File: src/rtl/dm_lsu_if.sv
// -----------------------------------------------------------------------------
// dm_lsu_if
//   Bundles the three channels of the load/store sequencer:
//     - request  : req_valid/req_ready handshake with we, size, unsigned flag,
//                  byte address and right-aligned store data
//     - response : resp_valid/resp_ready handshake with read data and error
//     - memory   : word address, write data, write enable and asynchronous
//                  read data of the 2^ADDR_W x 32 data memory
//   Modports:
//     slave  - the sequencer (dm_lsu) side
//     master - the core/memory side that drives requests and returns dm_rd
// -----------------------------------------------------------------------------
interface dm_lsu_if #(
  parameter int ADDR_W = 5
);
  // request channel
  logic              req_valid;
  logic              req_ready;
  logic              req_we;
  logic [1:0]        req_size;
  logic              req_unsigned;
  logic [ADDR_W+1:0] req_addr;
  logic [31:0]       req_wdata;

  // response channel
  logic              resp_valid;
  logic              resp_ready;
  logic [31:0]       resp_rdata;
  logic              resp_err;

  // data memory port
  logic [ADDR_W-1:0] dm_addr;
  logic [31:0]       dm_wd;
  logic              dm_we;
  logic [31:0]       dm_rd;

  modport slave (
    input  req_valid, req_we, req_size, req_unsigned, req_addr, req_wdata,
    input  resp_ready,
    input  dm_rd,
    output req_ready,
    output resp_valid, resp_rdata, resp_err,
    output dm_addr, dm_wd, dm_we
  );

  modport master (
    output req_valid, req_we, req_size, req_unsigned, req_addr, req_wdata,
    output resp_ready,
    output dm_rd,
    input  req_ready,
    input  resp_valid, resp_rdata, resp_err,
    input  dm_addr, dm_wd, dm_we
  );
endinterface

File: src/rtl/dm_lsu.sv
// -----------------------------------------------------------------------------
// dm_lsu
//   Load/store sequencer in front of a 2^ADDR_W x 32-bit data memory with an
//   asynchronous read port. Byte-addressed requests from the core are turned
//   into word accesses; byte/halfword stores become read-modify-write pairs,
//   loads are lane-extracted and sign/zero extended.
//
//   Ports:
//     clk    - clock, rising edge
//     rst_n  - asynchronous reset, active low
//     bus    - dm_lsu_if.slave: request, response and data memory channels
//
//   Build option:
//     DM_LSU_MISALIGN_TRAP_EN
//       defined   : misaligned halfword/word accesses and size 2'b11 are
//                   rejected with resp_err=1 and no memory traffic.
//       undefined : low address bits are forced to alignment, size 2'b11 is
//                   a word access, resp_err is always 0.
//
//   Sequence per request type (state after each rising edge):
//     load            : RD -> RESP
//     word store      : WR -> RESP
//     sub-word store  : RD -> WR -> RESP
//     rejected        : RESP
// -----------------------------------------------------------------------------
module dm_lsu #(
  parameter int ADDR_W = 5
) (
  input  logic     clk,
  input  logic     rst_n,
  dm_lsu_if.slave  bus
);

  localparam logic [1:0] SZ_BYTE = 2'b00;
  localparam logic [1:0] SZ_HALF = 2'b01;
  localparam logic [1:0] SZ_WORD = 2'b10;

  typedef enum logic [1:0] {
    IDLE = 2'd0,
    RD   = 2'd1,
    WR   = 2'd2,
    RESP = 2'd3
  } state_t;

  state_t            state_reg, state_next;

  // request fields captured at acceptance
  logic              we_reg;
  logic [1:0]        size_reg;
  logic              uns_reg;
  logic [ADDR_W+1:0] addr_reg;
  logic [31:0]       wdata_reg;

  // memory word captured during RD
  logic [31:0]       word_reg;

  logic              accept;
  logic              req_illegal;
  logic [1:0]        size_eff;
  logic [ADDR_W+1:0] addr_eff;
  logic              err_flag;

  logic [31:0]       merged_word;
  logic [31:0]       shifted_word;
  logic [31:0]       load_data;

  assign accept = (state_reg == IDLE) && bus.req_valid;

  // ---------------------------------------------------------------------------
  // Request normalisation / legality
  // ---------------------------------------------------------------------------
`ifdef DM_LSU_MISALIGN_TRAP_EN
  logic err_reg;

  assign req_illegal = (bus.req_size == 2'b11) ||
                       ((bus.req_size == SZ_HALF) && bus.req_addr[0]) ||
                       ((bus.req_size == SZ_WORD) && (bus.req_addr[1:0] != 2'b00));
  assign size_eff    = bus.req_size;
  assign addr_eff    = bus.req_addr;
  assign err_flag    = err_reg;

  always_ff @(posedge clk or negedge rst_n) begin
    if (!rst_n) begin
      err_reg <= 1'b0;
    end else if (accept) begin
      err_reg <= req_illegal;
    end
  end
`else
  // Nothing is rejected: size 2'b11 behaves as a word and the low address
  // bits below the access size are simply dropped.
  assign req_illegal = 1'b0;
  assign size_eff    = (bus.req_size == 2'b11) ? SZ_WORD : bus.req_size;
  assign err_flag    = 1'b0;

  always_comb begin
    addr_eff = bus.req_addr;
    if (size_eff == SZ_WORD) begin
      addr_eff[1:0] = 2'b00;
    end else if (size_eff == SZ_HALF) begin
      addr_eff[0] = 1'b0;
    end
  end
`endif

  // ---------------------------------------------------------------------------
  // State register
  // ---------------------------------------------------------------------------
  always_ff @(posedge clk or negedge rst_n) begin
    if (!rst_n) begin
      state_reg <= IDLE;
    end else begin
      state_reg <= state_next;
    end
  end

  // ---------------------------------------------------------------------------
  // Next-state logic
  // ---------------------------------------------------------------------------
  always_comb begin
    state_next = state_reg;
    unique case (state_reg)
      IDLE: begin
        if (bus.req_valid) begin
          if (req_illegal) begin
            state_next = RESP;
          end else if (bus.req_we && (size_eff == SZ_WORD)) begin
            // full-word store needs no read of the old contents
            state_next = WR;
          end else begin
            state_next = RD;
          end
        end
      end
      RD: begin
        state_next = we_reg ? WR : RESP;
      end
      WR: begin
        state_next = RESP;
      end
      RESP: begin
        if (bus.resp_ready) begin
          state_next = IDLE;
        end
      end
      default: state_next = IDLE;
    endcase
  end

  // ---------------------------------------------------------------------------
  // Request capture and read-word capture
  // ---------------------------------------------------------------------------
  always_ff @(posedge clk or negedge rst_n) begin
    if (!rst_n) begin
      we_reg    <= 1'b0;
      size_reg  <= 2'b00;
      uns_reg   <= 1'b0;
      addr_reg  <= '0;
      wdata_reg <= 32'd0;
      word_reg  <= 32'd0;
    end else begin
      if (accept) begin
        we_reg    <= bus.req_we;
        size_reg  <= size_eff;
        uns_reg   <= bus.req_unsigned;
        addr_reg  <= addr_eff;
        wdata_reg <= bus.req_wdata;
      end
      if (state_reg == RD) begin
        word_reg <= bus.dm_rd;
      end
    end
  end

  // ---------------------------------------------------------------------------
  // Store merge: each byte lane takes either the old memory byte or the
  // matching byte of the right-aligned store data.
  // ---------------------------------------------------------------------------
  for (genvar gi = 0; gi < 4; gi++) begin : g_lane
    localparam logic [1:0] LANE = 2'(gi);
    logic       lane_sel;
    logic [7:0] lane_src;

    always_comb begin
      lane_sel = 1'b1;
      lane_src = wdata_reg[8*gi +: 8];
      case (size_reg)
        SZ_BYTE: begin
          lane_sel = (addr_reg[1:0] == LANE);
          lane_src = wdata_reg[7:0];
        end
        SZ_HALF: begin
          lane_sel = (addr_reg[1] == LANE[1]);
          lane_src = wdata_reg[8*(gi%2) +: 8];
        end
        default: begin
          lane_sel = 1'b1;
          lane_src = wdata_reg[8*gi +: 8];
        end
      endcase
    end

    assign merged_word[8*gi +: 8] = lane_sel ? lane_src : word_reg[8*gi +: 8];
  end

  // ---------------------------------------------------------------------------
  // Load extraction: halfword addresses are always even here, so a byte-offset
  // shift serves both sub-word sizes.
  // ---------------------------------------------------------------------------
  assign shifted_word = word_reg >> {addr_reg[1:0], 3'b000};

  always_comb begin
    load_data = word_reg;
    case (size_reg)
      SZ_BYTE: load_data = {{24{~uns_reg & shifted_word[7]}},  shifted_word[7:0]};
      SZ_HALF: load_data = {{16{~uns_reg & shifted_word[15]}}, shifted_word[15:0]};
      default: load_data = word_reg;
    endcase
  end

  // ---------------------------------------------------------------------------
  // Outputs: all decoded from the state register so that an asynchronous
  // reset removes dm_we before the next clock edge can commit a write.
  // ---------------------------------------------------------------------------
  assign bus.req_ready  = (state_reg == IDLE);
  assign bus.resp_valid = (state_reg == RESP);
  assign bus.resp_err   = (state_reg == RESP) && err_flag;
  assign bus.resp_rdata = ((state_reg == RESP) && !we_reg && !err_flag) ? load_data : 32'd0;

  assign bus.dm_we      = (state_reg == WR);
  assign bus.dm_wd      = (state_reg == WR) ? merged_word : 32'd0;
  assign bus.dm_addr    = (state_reg == IDLE) ? '0 : addr_reg[ADDR_W+1:2];

endmodule

File: src/flat_wrapper.sv
// flat-port wrapper written by rule: the top's interface ports become plain ports
module dm_lsu_flat 
#(
  parameter int ADDR_W = 5
)
  (clk, rst_n, bus_req_valid, bus_req_we, bus_req_size, bus_req_unsigned, bus_req_addr, bus_req_wdata, bus_resp_ready, bus_dm_rd, bus_req_ready, bus_resp_valid, bus_resp_rdata, bus_resp_err, bus_dm_addr, bus_dm_wd, bus_dm_we);
  dm_lsu_if #(.ADDR_W(ADDR_W)) bus_i ();
  input  logic clk;
  input  logic rst_n;
  input wire logic [$bits(bus_i.req_valid)-1:0] bus_req_valid;
  input wire logic [$bits(bus_i.req_we)-1:0] bus_req_we;
  input wire logic [$bits(bus_i.req_size)-1:0] bus_req_size;
  input wire logic [$bits(bus_i.req_unsigned)-1:0] bus_req_unsigned;
  input wire logic [$bits(bus_i.req_addr)-1:0] bus_req_addr;
  input wire logic [$bits(bus_i.req_wdata)-1:0] bus_req_wdata;
  input wire logic [$bits(bus_i.resp_ready)-1:0] bus_resp_ready;
  input wire logic [$bits(bus_i.dm_rd)-1:0] bus_dm_rd;
  output wire logic [$bits(bus_i.req_ready)-1:0] bus_req_ready;
  output wire logic [$bits(bus_i.resp_valid)-1:0] bus_resp_valid;
  output wire logic [$bits(bus_i.resp_rdata)-1:0] bus_resp_rdata;
  output wire logic [$bits(bus_i.resp_err)-1:0] bus_resp_err;
  output wire logic [$bits(bus_i.dm_addr)-1:0] bus_dm_addr;
  output wire logic [$bits(bus_i.dm_wd)-1:0] bus_dm_wd;
  output wire logic [$bits(bus_i.dm_we)-1:0] bus_dm_we;
  assign bus_i.req_valid = bus_req_valid;
  assign bus_i.req_we = bus_req_we;
  assign bus_i.req_size = bus_req_size;
  assign bus_i.req_unsigned = bus_req_unsigned;
  assign bus_i.req_addr = bus_req_addr;
  assign bus_i.req_wdata = bus_req_wdata;
  assign bus_i.resp_ready = bus_resp_ready;
  assign bus_i.dm_rd = bus_dm_rd;
  assign bus_req_ready = bus_i.req_ready;
  assign bus_resp_valid = bus_i.resp_valid;
  assign bus_resp_rdata = bus_i.resp_rdata;
  assign bus_resp_err = bus_i.resp_err;
  assign bus_dm_addr = bus_i.dm_addr;
  assign bus_dm_wd = bus_i.dm_wd;
  assign bus_dm_we = bus_i.dm_we;
  dm_lsu #(.ADDR_W(ADDR_W)) u_core (.clk(clk), .rst_n(rst_n), .bus(bus_i));
endmodule
File: config.mk
export PLATFORM = sky130hd
export DESIGN_NAME = dm_lsu_flat
export DESIGN_NICKNAME = d
export VERILOG_FILES = /design/src/rtl/dm_lsu_if.sv /design/src/rtl/dm_lsu.sv /design/src/flat_wrapper.sv
export SDC_FILE = /design/constraint.sdc
export NUM_CORES = 1
export LEC_CHECK = 0
export ABC_AREA = 1
export ABC_CLOCK_PERIOD_IN_PS = 1640
export BUFFER_PORTS_ARGS = -buffer_cell sky130_fd_sc_hd__buf_4
export CAP_MARGIN = 20
export CORE_ASPECT_RATIO = 0.5
export CORE_MARGIN = 1.5
export CORE_UTILIZATION = 40
export CTS_BUF_LIST = sky130_fd_sc_hd__clkbuf_4
export CTS_CLUSTER_SIZE = 8
export DETAILED_ROUTE_END_ITERATION = 7
export GPL_ROUTABILITY_DRIVEN = 0
export PLACE_DENSITY_LB_ADDON = 0.05
export SYNTH_ARGS = -nofsm -noshare
export SYNTH_HDL_FRONTEND = slang
export SYNTH_SLANG_ARGS = --single-unit
File: constraint.sdc
create_clock -name clk -period 1.64 [get_ports clk]
set_input_delay 0.082 -clock clk [delete_from_list [all_inputs] [get_ports clk]]
set_output_delay 0.082 -clock clk [all_outputs]
set_load 0.02 [all_outputs]
==> results of run 1 <==
layout by cell type (no fill, tap or decap), types with 10 or more instances in the layout:
cell	n
nor2_1	54
nor2_4	29
dlygate4sd3_1	78
dfrtp_1	74
buf_4	138
o21ai_1	27
o21ai_0	32
buf_12	17
o21ai_2	38
nand2_1	174
inv_1	40
a21oi_2	25
nand2_2	20
nand2_4	10
mux2_2	10
buf_6	71
where the power goes:
group / total [mW] / internal [mW] / switching [mW]
clock network: 1.15 / 0.457 / 0.698
registers: 4.02 / 2.83 / 1.19
logic: 13.6 / 6.20 / 7.41
total: 18.8 / 9.48 / 9.30
cells by family after synthesis:
kind of cell	share of synthesized area, %
buffers and inverters	8.02
adder cells (fa/ha/maj)	1.36
AND/OR/NAND/NOR	28.4
AO/OA/AOI/OAI	17.8
multiplexers	2.45
other	0.0815
flip-flops	41.9
through the flow:
stage	setup TNS [ns]	worst slack [ns]	std cells
floorplan	0	0.0126	647
global placement	0	0.0232	947
detailed placement	-0.181	-0.0236	947
CTS	-23.89	-0.425	1078
global route	-31.57	-0.538	1095
finish	-25.88	-0.490	1095
how the worst min path moves through the flow:
stage / from / end / slack (ns)
2_1_floorplan: rst_n / u_core.addr_reg[0] / -0.21
3_3_place_gp: rst_n / u_core.state_reg[1] / 0.14
3_5_place_dp: rst_n / u_core.addr_reg[4] / 0.14
4_1_cts: rst_n / u_core.wdata_reg[27] / 0.18
5_1_grt: rst_n / u_core.wdata_reg[10] / 0.22
6_report: rst_n / u_core.state_reg[1] / 0.16
worst max-delay path, stage by stage, from the launching register on:
cell	delay, ns
dfrtp_2	0.51
buf_6	0.15
buf_6	0.11
o21ai_4	0.15
nand2_1	0.08
nand2_2	0.12
buf_12	0.16
nor2_2	0.04
nor2_1	0.12
buf_4	0.16
layout make-up:
cell class	count	area share (%)
timing repair buffer	319	37.2
multi-input combinational	482	34.8
sequential	77	21.8
inverter	56	2.68
tap	145	2.05
clock buffer	9	0.762
clock inverter	7	0.748
routing by layer:
layer | wire (microns) | global-route usage [%] | vias to the layer above
met5 | 0 | 0 | -
met1 | 8440 | 40.8 | 2730
met3 | 1690 | 8.02 | 54
met4 | 415 | 9.81 | 0
li1 | - | - | 2682
met2 | 9300 | 49.9 | 303
repair_timing:
action / 4_1_cts / 5_1_grt
setup endpoints to repair: 69 / 102
hold buffers: 78 / 0
hold endpoints to repair: 153 / 0
gates resized for setup: 204 / 177
cloned: 8 / 3
buffers inserted: 29 / 20
pin swaps: 42 / 37
==> flow_summary.toml, run 1 <==
[status]
outcome = "finished, violations left"
violations = "negative setup slack"

[floorplan]
initial_core_util_pct = 41.5
die_w_microns = 155
rows = 27
dieArea_sq_mm = 0.0122
core_area_sq_mm = 0.0111
io_pins = 152
die_h_microns = 78.8

[synthesis]
ys_warn_count = 0
ys.flop_type = "dfrtp_1"
synthCells = 647
synth_edf_count = 0
ys_ff_latch = 77
netlist_area_sq_mm = 0.00460
ys_seq_area_share_pct = 41.9
synth_cell_types = 31
yosys.area.top_type = "dfrtp_1"
synthArstFlopShare_pct = 100
synth_commonest_cells = "nand2_1 (197), o21ai_0 (103), nor2_1 (79)"
synth.top_cell.area_share_pct = 41.9
syn_area_per_cell_sq_um = 7.11
yosysMostFrequentCell = "nand2_1"
syn_nets = 731
synth_area_leaders = "dfrtp_1 (42%), nand2_1 (16%), o21ai_0 (11%)"

[drt]
drtAntennaViolNets = 0
routed_wl_microns = 19800
drc_errors = 0
dr.pass1.iters = 7
routed_via_density = 5.27
drtIter0Drc = 406
vias = 5769
avgRoutedWirePerCell_microns = 18.1

[setup_path]
setup.worst_path.end = "bus_dm_wd[2]"
path_max_fanout = 8
crit_start = "u_core.addr_reg[1]"
cp-start-kind = "flip-flop"
endpoint_kind = "output pin"
rr_worst_depth = 8
reg2reg_from = "u_core.state_reg[0]"
required_ns = 1.56
rrSetupSlack_ns = -0.02
path_class = "flip-flop to output pin"
arrival_ns = 2.05
r2r-end = "u_core.word_reg[17]"

[pwr]
p_per_area_mw_per_mm2 = 2120
worst_ir_drop_vdd_mv = 1.06
total_power_mw = 18.8
p_leak_nw = 4.11

[cts]
htreeDepth = 3
clk_pin_slew_worst_paths_ns = 0.12
clock_latency_ns = 0.45
cts_sinks = 77
cts_buffer_depth = 2
cts_root_buf = "clkbuf_4"
tritoncts = "yes"
cts_made_buffers = 9

[layout]
final_area_sq_mm = 0.00887
antenna_cells = 0
seqCellArea_sq_mm = 0.00193
fill_cells = 706
layout-drive-gt1-share_pct = 46.8
final_nets = 1029
finish.utilization_pct = 80.0
syn_to_final_growth_pct = 92.8
multiInputGateArea_sq_mm = 0.00308

[sta]
fin_crit_sh_pct = 130
period_needed_ns = 2.13
drv_slew = 0
fin_ws_ns = -0.490
fin_skew_ns = 0.00865
max_freq_ghz = 0.469
hold_viol = 0
rsz0062_at_grt = "yes"
setup_viol = 74
holdWs_ns = 0.164

[place]
dpl_cell_area_sq_mm = 0.00616
io_buffers = 150
dp.final_hpwl_microns = 11800

[flow_run]
cap_viol_max_count = 0

[grt]
first_global_vias = 5520
grt_use_total_pct = 30.9
grt_max_degree = 78
grt_pass1_wl_microns = 28600
antenna_found_initial = 0
grt_remaining_overflow = 0

[hold_path]
hold_path_class = "input pin to async pin"
No activity file was read; power rests on OpenSTA's default activity.
==> run 2: changes to the inputs <==
ABC_AREA = not set   (was 1)
==> flow_summary.toml, run 2 <==
[synthesis]
synthCells = 450
synth_edf_count = 0
synth_compound_area_share_pct = 18.2
synthMuxAreaShare_pct = 24.4
syn_area_per_cell_sq_um = 10.6
synth_cell_types = 41
ys_ff_latch = 77
synth_commonest_cells = "dfrtp_1 (77), mux2_2 (66), nand2_1 (44)"
synth.top_cell.area_share_pct = 40.5
netlist_area_sq_mm = 0.00475
synthArstFlopShare_pct = 100
ys.flop_type = "dfrtp_1"
yosysMostFrequentCell = "dfrtp_1"
synth_area_leaders = "dfrtp_1 (41%), mux2_2 (16%), mux2i_1 (8.4%)"
ys_warn_count = 0
synthAdderAreaFrac_pct = 1.32
syn_nets = 534
yosys.area.top_type = "dfrtp_1"
synth-simple-area-share_pct = 10.1
synth_top_family_by_area = "multiplexers"
synth_xor_area_share_pct = 0
ys_seq_area_share_pct = 40.5

[sta]
setup_viol = 71
fin_crit_sh_pct = 132
tns_ns = -28.52
rsz0062_at_grt = "yes"
max_freq_ghz = 0.461
fin_ws_ns = -0.530
hold_viol = 0
tightest_slew_ns = 0.733
max_slew_margin_pct = 51.1
period_needed_ns = 2.17
fin_skew_ns = 0.0128
drv_slew = 0

[setup_path]
rr_worst_depth = 8
crit_start = "u_core.addr_reg[0]"
setup.worst_path.end = "bus_resp_rdata[20]"
rrSetupSlack_ns = -0.06
reg2reg_from = "u_core.state_reg[0]"
cp-start-kind = "flip-flop"
r2r-end = "u_core.state_reg[0]"
endpoint_kind = "output pin"
path_class = "flip-flop to output pin"
path_max_fanout = 16
arrival_ns = 2.09
required_ns = 1.56

[grt]
antenna_found_initial = 0
grt_use_total_pct = 28.2
grt.busiest_layer = "met2"
use_met2_pct = 44.4
grt_max_degree = 78
grt_use_met3_pct = 5.02
met1_usage_pct = 41.5
first_global_vias = 4724
grt_pass1_wl_microns = 26400
grt_remaining_overflow = 0

[drt]
drc_errors = 0
drtAntennaViolNets = 0
routed_wl_microns = 18300
drtIter0Drc = 368
avgRoutedWirePerCell_microns = 20.3
dr.pass1.iters = 6
routed_via_density = 5.42
vias = 4877

[floorplan]
rows = 27
dieArea_sq_mm = 0.0126
die_h_microns = 80.1
io_pins = 152
initial_core_util_pct = 42.1
core_area_sq_mm = 0.0113
die_w_microns = 157

[place]
dp_cells = 772
io_buffers = 150
dpl_cell_area_sq_mm = 0.00637
dp.final_hpwl_microns = 11200
dp_slack_ns = -0.333

[pwr]
p_per_area_mw_per_mm2 = 2150
worst_ir_drop_vdd_mv = 1.04
p_leak_nw = 3.96

[layout]
syn_to_final_growth_pct = 79.9
final_area_sq_mm = 0.00855
fill_cells = 771
layout-drive-gt1-share_pct = 57.5
antenna_cells = 0
final_common_cell = "buf_4"
stdcell_count = 900
final_nets = 821
final_cell_mix = "buf_4 (154), dlygate4sd3_1 (79), dfrtp_1 (73)"

[status]
violations = "negative setup slack"
outcome = "finished, violations left"

[cts]
clk_pin_slew_worst_paths_ns = 0.13
cts_made_buffers = 9
cts_sinks = 77
clock_latency_ns = 0.45
cts_buffer_depth = 2
htreeDepth = 3
cts_root_buf = "clkbuf_4"
tritoncts = "yes"

[hold_path]
holdPathStages = 4
hold_path_class = "input pin to flip-flop"

[flow_run]
cap_viol_max_count = 0
## run 2: what timing repair did
action	4_1_cts	5_1_grt
hold endpoints to repair	153	0
cloned	8	3
hold buffers	79	0
setup buffers	16	12
gates resized for setup	168	38
endpoints found under the setup margin	92	95
pin swaps	65	43
## run 2: how the worst min path moves through the flow
stage                        startpoint                   end  slack [ns]
after floorplan                   rst_n    u_core.addr_reg[0]       -0.21
after global placement            rst_n  u_core.wdata_reg[30]        0.14
after detailed placement          rst_n  u_core.wdata_reg[30]        0.14
after CTS                 bus_req_valid   u_core.state_reg[0]       0.002
after global routing      bus_req_valid   u_core.state_reg[0]        0.03
final                     bus_req_valid   u_core.state_reg[0]        0.03
## run 2: per-layer routing
layer | wire length, microns | share of wire [%]
met2 | 8110 | 44
met5 | 0 | 0
met4 | 239 | 1.3
met3 | 1520 | 8.3
met1 | 8400 | 46
## run 2: logic make-up (layout without fill, tap and decap cells)
logic type,count (synthesis),count (layout)
buf+inv,49,340
fa+ha+maj,5,5
simple gates,101,101
compound gates,110,110
other cells,1,1
flops,77,77
mux,107,107
## run 2: per-stage QoR
step,util [%],total power [mW],hold WS (ns)
after floorplan,-,9.53,-0.214
after global placement,56.5,13.1,0.139
after detailed placement,56.5,13.2,0.143
after CTS,73.1,17.2,0.00195
after global routing,75.8,19.3,0.0288
final,75.8,18.4,0.0259
## run 2: layout make-up
class | count | area, sq um | area share, %
repair buffers | 311 | 3080 | 36.0
well taps | 159 | 199 | 2.33
clock buffers | 9 | 67.6 | 0.790
inverters | 14 | 65.1 | 0.761
flip-flops and latches | 77 | 1930 | 22.6
clock inverters | 6 | 63.8 | 0.746
multi-input cells | 324 | 3140 | 36.7
## run 2: report_power, final
part           switching, mW  internal, mW  total (mW)  leakage [nW]
clock network          0.745         0.457        1.20        0.0698
logic                   6.06          6.75        12.8          2.98
registers               1.53          2.88        4.40         0.910
total                   8.33          10.1        18.4          3.96
## run 2: critical path, cell delays in order (launching register included)
cell and delay, ns:
dfrtp_2 0.49, buf_6 0.16, nor4bb_4 0.31, a32oi_4 0.10
o22ai_4 0.19, buf_12 0.17, a21o_1 0.12, buf_6 0.12
==> run 3: changes to the inputs <==
ABC_CLOCK_PERIOD_IN_PS = 1900   (was 1640)
clock period = 1.9 ns   (was 1.64 ns; I/O delays follow)
==> flow_summary.toml, run 3 (synthesized netlist as in run 2, its figures left out) <==
[status]
outcome = "finished, violations left"
violations = "negative setup slack"

[cts]
tritoncts = "yes"
cts_root_buf = "clkbuf_4"
cts_buffer_depth = 2
cts_sinks = 77
clock_latency_ns = 0.45
htreeDepth = 3
clk_pin_slew_worst_paths_ns = 0.14
cts_made_buffers = 9

[grt]
use_met2_pct = 40.6
first_global_vias = 4439
antenna_found_initial = 0
grt_max_degree = 48
grt_use_total_pct = 27.0
grt_pass1_wl_microns = 25200
met1_usage_pct = 40.4
grt_remaining_overflow = 0
grt.busiest_layer = "met2"
grt_use_met3_pct = 5.40

[layout]
final_area_sq_mm = 0.00779
final_cell_mix = "buf_4 (155), dlygate4sd3_1 (78), dfrtp_1 (73)"
final_nets = 793
antenna_cells = 0
syn_to_final_growth_pct = 63.9
layout-drive-gt1-share_pct = 49.0
final_common_cell = "buf_4"
fill_cells = 878

[place]
io_buffers = 150
dp_slack_ns = -0.0741
dpl_cell_area_sq_mm = 0.00619
dp.final_hpwl_microns = 11300

[pwr]
p_per_area_mw_per_mm2 = 1780
p_leak_nw = 3.68
worst_ir_drop_vdd_mv = 0.859

[floorplan]
rows = 27
initial_core_util_pct = 42.1
core_area_sq_mm = 0.0113
io_pins = 152
die_w_microns = 157
die_h_microns = 80.1
dieArea_sq_mm = 0.0126

[sta]
rsz0062_at_grt = "yes"
tns_ns = -11.96
max_freq_ghz = 0.454
setup_viol = 63
tightest_slew_ns = 0.607
fin_skew_ns = 0.0185
fin_ws_ns = -0.303
max_slew_margin_pct = 59.5
fin_crit_sh_pct = 116
drv_slew = 0
hold_viol = 0
period_needed_ns = 2.20

[hold_path]
holdPathStages = 4
whs_endpoint = "u_core.state_reg[0]"
min_from = "bus_resp_ready"
hold_path_class = "input pin to flip-flop"

[drt]
drtAntennaViolNets = 0
routed_wl_microns = 16500
vias = 4599
routed_via_density = 5.27
drtIter0Drc = 372
drc_errors = 0
dr.pass1.iters = 5
avgRoutedWirePerCell_microns = 18.9

[setup_path]
path_max_fanout = 16
arrival_ns = 2.11
endpoint_kind = "output pin"
required_ns = 1.80
rrSetupSlack_ns = 0.15
path_cells = "mux2_4 -> a32oi_4 -> o22ai_4 -> buf_12 -> a21o_2 -> buf_6"
rr_worst_depth = 7
reg2reg_from = "u_core.state_reg[1]"
path_class = "flip-flop to output pin"
r2r-end = "u_core.uns_reg"
cp_slowest_cell = "dfrtp_2"
crit_path_max_incr_delay_ns = 0.52
cp-start-kind = "flip-flop"

[flow_run]
cap_viol_max_count = 0
[run 3: layout make-up]
cell class,instances,area [sq um],share of cell area (%)
clock inverters,5,60.1,0.771
repair buffers,282,2610,33.5
inverters,14,62.6,0.803
clock buffers,11,82.6,1.06
well taps,159,199,2.55
flip-flops and latches,77,1930,24.8
multi-input cells,325,2840,36.5
[run 3: repair_timing]
action,4_1_cts,5_1_grt
gates resized for setup,74,40
endpoints found under the setup margin,64,70
hold buffers,78,0
buffers inserted,14,7
endpoints found under the hold margin,139,0
pin swaps,8,24
cloned,1,1
[run 3: layer usage]
layer  wire, microns  part of all wire (%)  vias up
li1                -                     -     2151
met1            8080                    49     2264
met2            7150                    43      170
met3            1180                   7.1       14
met4             108                  0.65        0
met5               0                     0        -
[run 3: report_power, final]
part / total (mW) / switching, mW / internal [mW]
sequential: 3.69 / 1.21 / 2.49
combinational: 9.08 / 4.49 / 4.59
clock: 1.07 / 0.633 / 0.436
[run 3: worst max path at each step]
stage | startpoint | to | slack (ns) | cells past startpoint
floorplan | u_core.state_reg[0] | bus_resp_rdata[22] | 0.03 | 7
global placement | u_core.state_reg[0] | bus_resp_rdata[16] | -0.07 | 5
detailed placement | u_core.state_reg[0] | bus_resp_rdata[23] | -0.07 | 5
CTS | u_core.state_reg[1] | bus_resp_rdata[19] | -0.32 | 7
global route | u_core.state_reg[1] | bus_resp_rdata[20] | -0.40 | 7
finish | u_core.addr_reg[0] | bus_resp_rdata[16] | -0.30 | 6
[run 3: worst max-delay path: cells and delay by family, from the launching register on]
family / cells / cell delay [ns]
AO/OA/AOI/OAI: 3 / 0.53
flip-flops: 1 / 0.52
multiplexers: 1 / 0.34
buffers and inverters: 2 / 0.28
[run 3: stage by stage]
step           cells  hold slack (ns)  power [mW]  utilization, %
4_1_cts          866          0.00496        13.1            66.8
6_report         873           0.0428        13.8            69.1
3_3_place_gp     757           0.0669        10.9            54.9
5_1_grt          873           0.0296        14.7            69.1
2_1_floorplan    450           -0.201        8.13               -
3_5_place_dp     757           0.0756        11.0            54.9
